## src/rtl/fetch_pkg.sv

```systemverilog
// Shared types and constants for the instruction fetch controller.
package fetch_pkg;

  typedef enum logic [1:0] {
    BOOT = 2'd0,
    RUN  = 2'd1,
    LOAD = 2'd2
  } fetch_state_e;

  localparam logic [31:0] NOP     = 32'h0000_0013;
  localparam logic [31:0] PC_INCR = 32'd4;

  // Byte address to memory word address ({2'b00, addr[31:2]}).
  function automatic logic [31:0] word_addr(input logic [31:0] byteAddr);
    return byteAddr >> 2;
  endfunction

endpackage

```

## src/rtl/fetch_controller.sv

```systemverilog
// Instruction fetch sequencer for a synchronous single-read-port memory.
// One address per cycle, stall replay without a skid buffer, redirects,
// and an optional boot-time loader that borrows the memory port.
// Build option: FETCH_LOADER_EN enables the LOAD state and loader ports.
//
// state | meaning
// ------+--------------------------------------------------------------
// BOOT  | first cycle after reset release; issues RESET_PC
// RUN   | normal fetch: redirect > load entry > stall replay > sequential
// LOAD  | loader owns the port; fetch resumes at resumePc on release
module fetch_controller
  import fetch_pkg::*;
#(
  parameter logic [31:0] RESET_PC = 32'h0000_0000
) (
  input  logic        clock,
  input  logic        reset,
  input  logic        stall,
  input  logic        redirectValid,
  input  logic [31:0] redirectTarget,
  output logic [31:0] memAddress,
  input  logic [31:0] memReadData,
  output logic        memWriteEnable,
  output logic [31:0] memWriteData,
  output logic [31:0] instructionOut,
  output logic [31:0] pcOut,
  output logic        instructionValid,
  input  logic        loadReq,
  input  logic [31:0] loadAddress,
  input  logic [31:0] loadData,
  output logic        loadGrant
);

  fetch_state_e state, stateNext;
  logic [31:0]  respPc, respPcNext;
  logic         respValid, respValidNext;
  logic [31:0]  nextPc, nextPcNext;
  logic [31:0]  issuePc;
  logic [31:0]  redirectPc;
  logic         loading;

`ifdef FETCH_LOADER_EN
  logic [31:0]  resumePc, resumePcNext;
`endif

  assign redirectPc = redirectTarget & ~32'h3;

  // Next-state, issue-PC selection and response bookkeeping.
  always_comb begin
    stateNext     = state;
    respPcNext    = respPc;
    respValidNext = respValid;
    nextPcNext    = nextPc;
    issuePc       = nextPc;
    loading       = 1'b0;
`ifdef FETCH_LOADER_EN
    resumePcNext  = resumePc;
`endif
    case (state)
      BOOT: begin
        issuePc       = RESET_PC;
        respPcNext    = RESET_PC;
        respValidNext = 1'b1;
        nextPcNext    = RESET_PC;
        stateNext     = RUN;
`ifdef FETCH_LOADER_EN
        if (loadReq) begin
          stateNext    = LOAD;
          resumePcNext = RESET_PC;
        end
`endif
      end
      RUN: begin
        if (redirectValid) begin
          issuePc = redirectPc;
        end
`ifdef FETCH_LOADER_EN
        else if (loadReq) begin
          // The presented instruction is dropped and refetched on resume.
          issuePc       = respValid ? respPc : nextPc;
          resumePcNext  = issuePc;
          respValidNext = 1'b0;
          stateNext     = LOAD;
        end
`endif
        else if (stall && respValid) begin
          issuePc = respPc;
        end else if (respValid) begin
          issuePc = respPc + PC_INCR;
        end else begin
          issuePc = nextPc;
        end
        if (stateNext == RUN) begin
          respPcNext    = issuePc;
          respValidNext = 1'b1;
          nextPcNext    = issuePc;
        end
      end
`ifdef FETCH_LOADER_EN
      LOAD: begin
        issuePc = resumePc;
        if (loadReq) begin
          loading = 1'b1;
          if (redirectValid) begin
            resumePcNext = redirectPc;
          end
        end else begin
          // A redirect coinciding with the release still wins.
          issuePc       = redirectValid ? redirectPc : resumePc;
          respPcNext    = issuePc;
          respValidNext = 1'b1;
          nextPcNext    = issuePc;
          stateNext     = RUN;
        end
      end
`endif
      default: begin
        issuePc   = RESET_PC;
        stateNext = BOOT;
      end
    endcase
  end

  // State and response registers.
  always_ff @(posedge clock or negedge reset) begin
    if (!reset) begin
      state     <= BOOT;
      respPc    <= RESET_PC;
      respValid <= 1'b0;
      nextPc    <= RESET_PC;
    end else begin
      state     <= stateNext;
      respPc    <= respPcNext;
      respValid <= respValidNext;
      nextPc    <= nextPcNext;
    end
  end

`ifdef FETCH_LOADER_EN
  // Resume point held across a loader session.
  always_ff @(posedge clock or negedge reset) begin
    if (!reset) begin
      resumePc <= RESET_PC;
    end else begin
      resumePc <= resumePcNext;
    end
  end

  assign memAddress     = loading ? word_addr(loadAddress) : word_addr(issuePc);
  assign memWriteEnable = loading;
  assign memWriteData   = loading ? loadData : 32'h0;
  assign loadGrant      = loading;

  logic unused_load;
  assign unused_load = ^loadAddress[1:0];
`else
  assign memAddress     = word_addr(issuePc);
  assign memWriteEnable = 1'b0;
  assign memWriteData   = 32'h0;
  assign loadGrant      = 1'b0;

  logic unused_load;
  assign unused_load = ^{loadReq, loadAddress, loadData, loading};
`endif

  assign instructionOut   = memReadData;
  assign pcOut            = respPc;
  assign instructionValid = respValid && (state == RUN) && !redirectValid;

endmodule

```

## config.mk

```make
export PLATFORM = sky130hd
export DESIGN_NAME = fetch_controller
export DESIGN_NICKNAME = d
export VERILOG_FILES = /design/src/rtl/fetch_pkg.sv /design/src/rtl/fetch_controller.sv
export SDC_FILE = /design/constraint.sdc
export NUM_CORES = 1
export LEC_CHECK = 0
export CORE_MARGIN = 2
export CORE_UTILIZATION = 27
export CTS_BUF_LIST = sky130_fd_sc_hd__clkbuf_16
export CTS_CLUSTER_DIAMETER = 40
export DETAILED_ROUTE_END_ITERATION = 12
export PLACE_DENSITY = 0.86
export SLEW_MARGIN = 20
export SYNTH_ARGS = -nofsm -noshare
export SYNTH_HDL_FRONTEND = slang
export SYNTH_SLANG_ARGS = --single-unit
```

## constraint.sdc

```tcl
create_clock -name clock -period 1.7 [get_ports clock]
set_input_delay 0.255 -clock clock [delete_from_list [all_inputs] [get_ports clock]]
set_output_delay 0.255 -clock clock [all_outputs]
set_load 0.03 [all_outputs]
```

==> impl_results.md <==
- Status: finished with violations
- Violated checks: negative setup slack
- Maximum vdd drop: between 0.0005 and 0.0006 V
- Slew Limit Fails: 0
- Clock Latency Late Sink: about 0.28 ns
- Vias: roughly 3200
- R2r worst-path depth: 13
- CTS Buffer Depth: 2
- Synth async-reset ratio: 100.0%
- Root Driver: clkbuf_16
- Crit path required time: between 1 and 1.5 ns
- Detail Placement HPWL: ~7700 um
- WL/cell: 18.40 um
- Top cells by area, synth: dfrtp_1 30%, buf_4 20%, o21ai_0 4.4%, nand4_1 2.8%, nand2_1 2.4%
- Setup ws final: -0.7834 ns
- Count of different cell masters after synthesis: 52
- #FFs+latches synth: 32
- Ys flop type: dfrtp_1
- Fin crit share: 146.1%
- Post-synth EDFFs: 0
- Area grow syn2layout: 105.5%
- TritonCTS Buffers: 5
- Synth area leader: dfrtp_1
- CTS tree: done
- DR vias/cell: around 5
- Worst Path Arrival: 2.23 ns
- Skew final: between 0.008 and 0.009 ns
- Worst Path Max Fanout: 2
- Hold WC Path Type: primary input to asynchronous set/reset pin
- Port bufs: 94
- Die ar.: 0.01058 sq mm
- Final Util: between 50% and 60%
- Netlist Area Pre-Place: about 0.0026 sq mm
- DR pass1 iterations: 5
- CP peak stage delay: between 0.3 and 0.4 ns
- Overall routing resource usage: 20.18%
- Die W: approximately 100 um
- Mean area per synthesized cell: 8.512 sq um
- Num ports: ~260
- H-tree Lvls: 2
- CTS Hold Bufs: 0
- Die height: approximately 100 um
- Commonest non-fill, non-tap cells in the layout: 99 x buf_4, 56 x buf_6, 40 x conb_1
- Antenna cells: 0
- Top delay family on crit path: compound AO/OA/AOI/OAI gates
- Number of fill cells in the layout: 776
- Setup_tns: -20.41 ns
- Initial DRC Count: between 100 and 150
- Initial antenna violation count: 0
- Vias in the first global route: ~3200
- Max stage delay cell, worst path: dfrtp_2
- Crit-path cells: ha_4, nand4_1, buf_4, or3_4, o41a_1, a211oi_4, buf_6
- Mapped Cells: just over 300
- Unrepaired setup endpoints after global routing: yes
- Pin count of the biggest net entering global routing: 33
- Synthesis Warnings: 0
- Leak: approximately 2.5 nW
- Clock transition at path regs: approximately 0.06 ns
- Hold Violations, Final: 0
- Max Cap Violations: 0
- Buf+Inv Stages, Crit Path: 2
- Setup-failing EPs final: 52
- # DRC: 0
- Share of layout cells above drive strength 1: approximately 57%
- Core Area: 0.009639 sq mm
- Worst slack, placed: -0.8095 ns
- Gr ovfl total: 0
- Startpoint Class: flop
- DRT antenna net count: 0
- Crit path kind: flop to output pin
- Clock Sinks: 32
- First-pass GRT wire length: 16480 um
- Starting Density: around 27%
- Final wirelength: around 12000 um
- Register area share after synthesis: 30.35%
- Row count: 36
- Most common cell after layout, fill and taps aside: buf_4
- Nets@finish: 628
- Synth top area share: between 30% and 40%
- GP Congestion: ~0.83
- Fin crit period: ~2.5 ns
- PD cells: 568.1 mW/mm^2
- CP endpoint kind: output pin
- WP depth: 7
- Max Fclk: slightly above 400 MHz
[worst paths after layout]
check	start	to	slack, ns
min	reset	nextPc[5]	0.39
max	nextPc[3]	memAddress[22]	-0.78
max in group asynchronous	reset	nextPc[25]	0.96
min reg2reg	state[0]	nextPc[22]	0.57
min in group clock	memReadData[16]	instructionOut[16]	0.51
max reg2reg	nextPc[3]	nextPc[14]	-0.58
[metrics by stage]
stage	hold WS [ns]	cells	power, W	cell area (sq um)
6_report	0.3867	628	0.003081	5424
5_1_grt	0.4252	628	0.003196	5424
4_1_cts	0.4087	613	0.003008	5076
3_5_place_dp	0.5102	581	0.001897	4347
3_3_place_gp	0.5102	581	0.001879	4347
2_1_floorplan	-0.04059	348	0.001627	3164
[final cells by class]
type | instances | area (sq um) | area share (%)
Clock buffer | 5 | 125.1 | 2.307
Clock inverter | 3 | 38.79 | 0.7151
Inverter | 3 | 11.26 | 0.2076
Multi-Input combinational cell | 228 | 2140 | 39.45
Sequential cell | 32 | 825.8 | 15.22
Tap cell | 133 | 166.4 | 3.068
Timing Repair Buffer | 224 | 2117 | 39.03
[cell usage after synthesis (2+ instances only)]
library cell / count
and3_1: 5
or2_2: 3
nand2b_1: 3
o31ai_1: 2
nand2_1: 17
or3_1: 4
nor2_1: 9
a21o_1: 2
and4_1: 2
or4_1: 2
a311oi_1: 6
conb_1: 2
xor2_1: 4
buf_2: 3
nor2b_1: 5
nor3b_1: 2
nand3_1: 9
clkbuf_1: 12
o211a_1: 3
nand4_1: 12
xnor2_1: 6
o221ai_1: 2
o211ai_1: 2
dfrtp_1: 32
nor4_1: 9
nand4_2: 2
and2_1: 3
a31oi_1: 7
a21oi_1: 7
o41a_1: 2
o21ai_0: 23
nor3_1: 12
inv_1: 3
o311a_1: 2
a211oi_1: 5
buf_4: 70
[kinds of logic (layout without fill, tap and decap cells)]
logic type / Yosys count / count (layout) / synth area share, %
AND/OR/NAND/NOR: 110 / 110 / 25.75
XOR/XNOR: 10 / 10 / 3.319
adder cells (fa/ha/maj): 1 / 1 / 0.4741
buffers and inverters: 88 / 235 / 22.62
flip-flops: 32 / 32 / 30.35
other: 2 / 40 / 0.2846
AO/OA/AOI/OAI: 66 / 66 / 16.83
multiplexers: 1 / 1 / 0.3793
[per-layer routing]
metal | track usage [%] | wire length (um) | up-vias
met4 | 5.668 | 225 | 0
met5 | 0 | 0 | -
met3 | 5.017 | 938 | 28
met2 | 35.19 | 6024 | 167
li1 | - | - | 1403
met1 | 24.81 | 4366 | 1574
[sequential cells by signal, indices dropped and copies added, names as in the netlist]
signal / cells
nextPc: 30
respValid: 1
state: 1
[worst register-to-register path, stage by stage (launching register included)]
cell and delay, ns:
dfrtp_2 0.38, ha_4 0.14, buf_4 0.10, buf_6 0.08, and4b_2 0.29, nand4_1 0.19, buf_6 0.19, o21ai_4 0.14
a31oi_4 0.11, buf_6 0.13, buf_6 0.10, buf_6 0.10, buf_6 0.10, buf_6 0.10
[timing repair]
item	4_1_cts	5_1_grt
gates resized for setup	114	52
endpoints found under the hold margin	0	0
endpoints found under the setup margin	65	59
pin swaps	39	37
buffers inserted	26	21
[where the power goes]
part	total (W)	internal, W	switching (W)
registers	0.000860	0.000816	0.0000442
logic	0.00118	0.000505	0.000676
clock network	0.00104	0.000684	0.000357
total	0.00308	0.00200	0.00108
(Power assumes the default switching activity.)
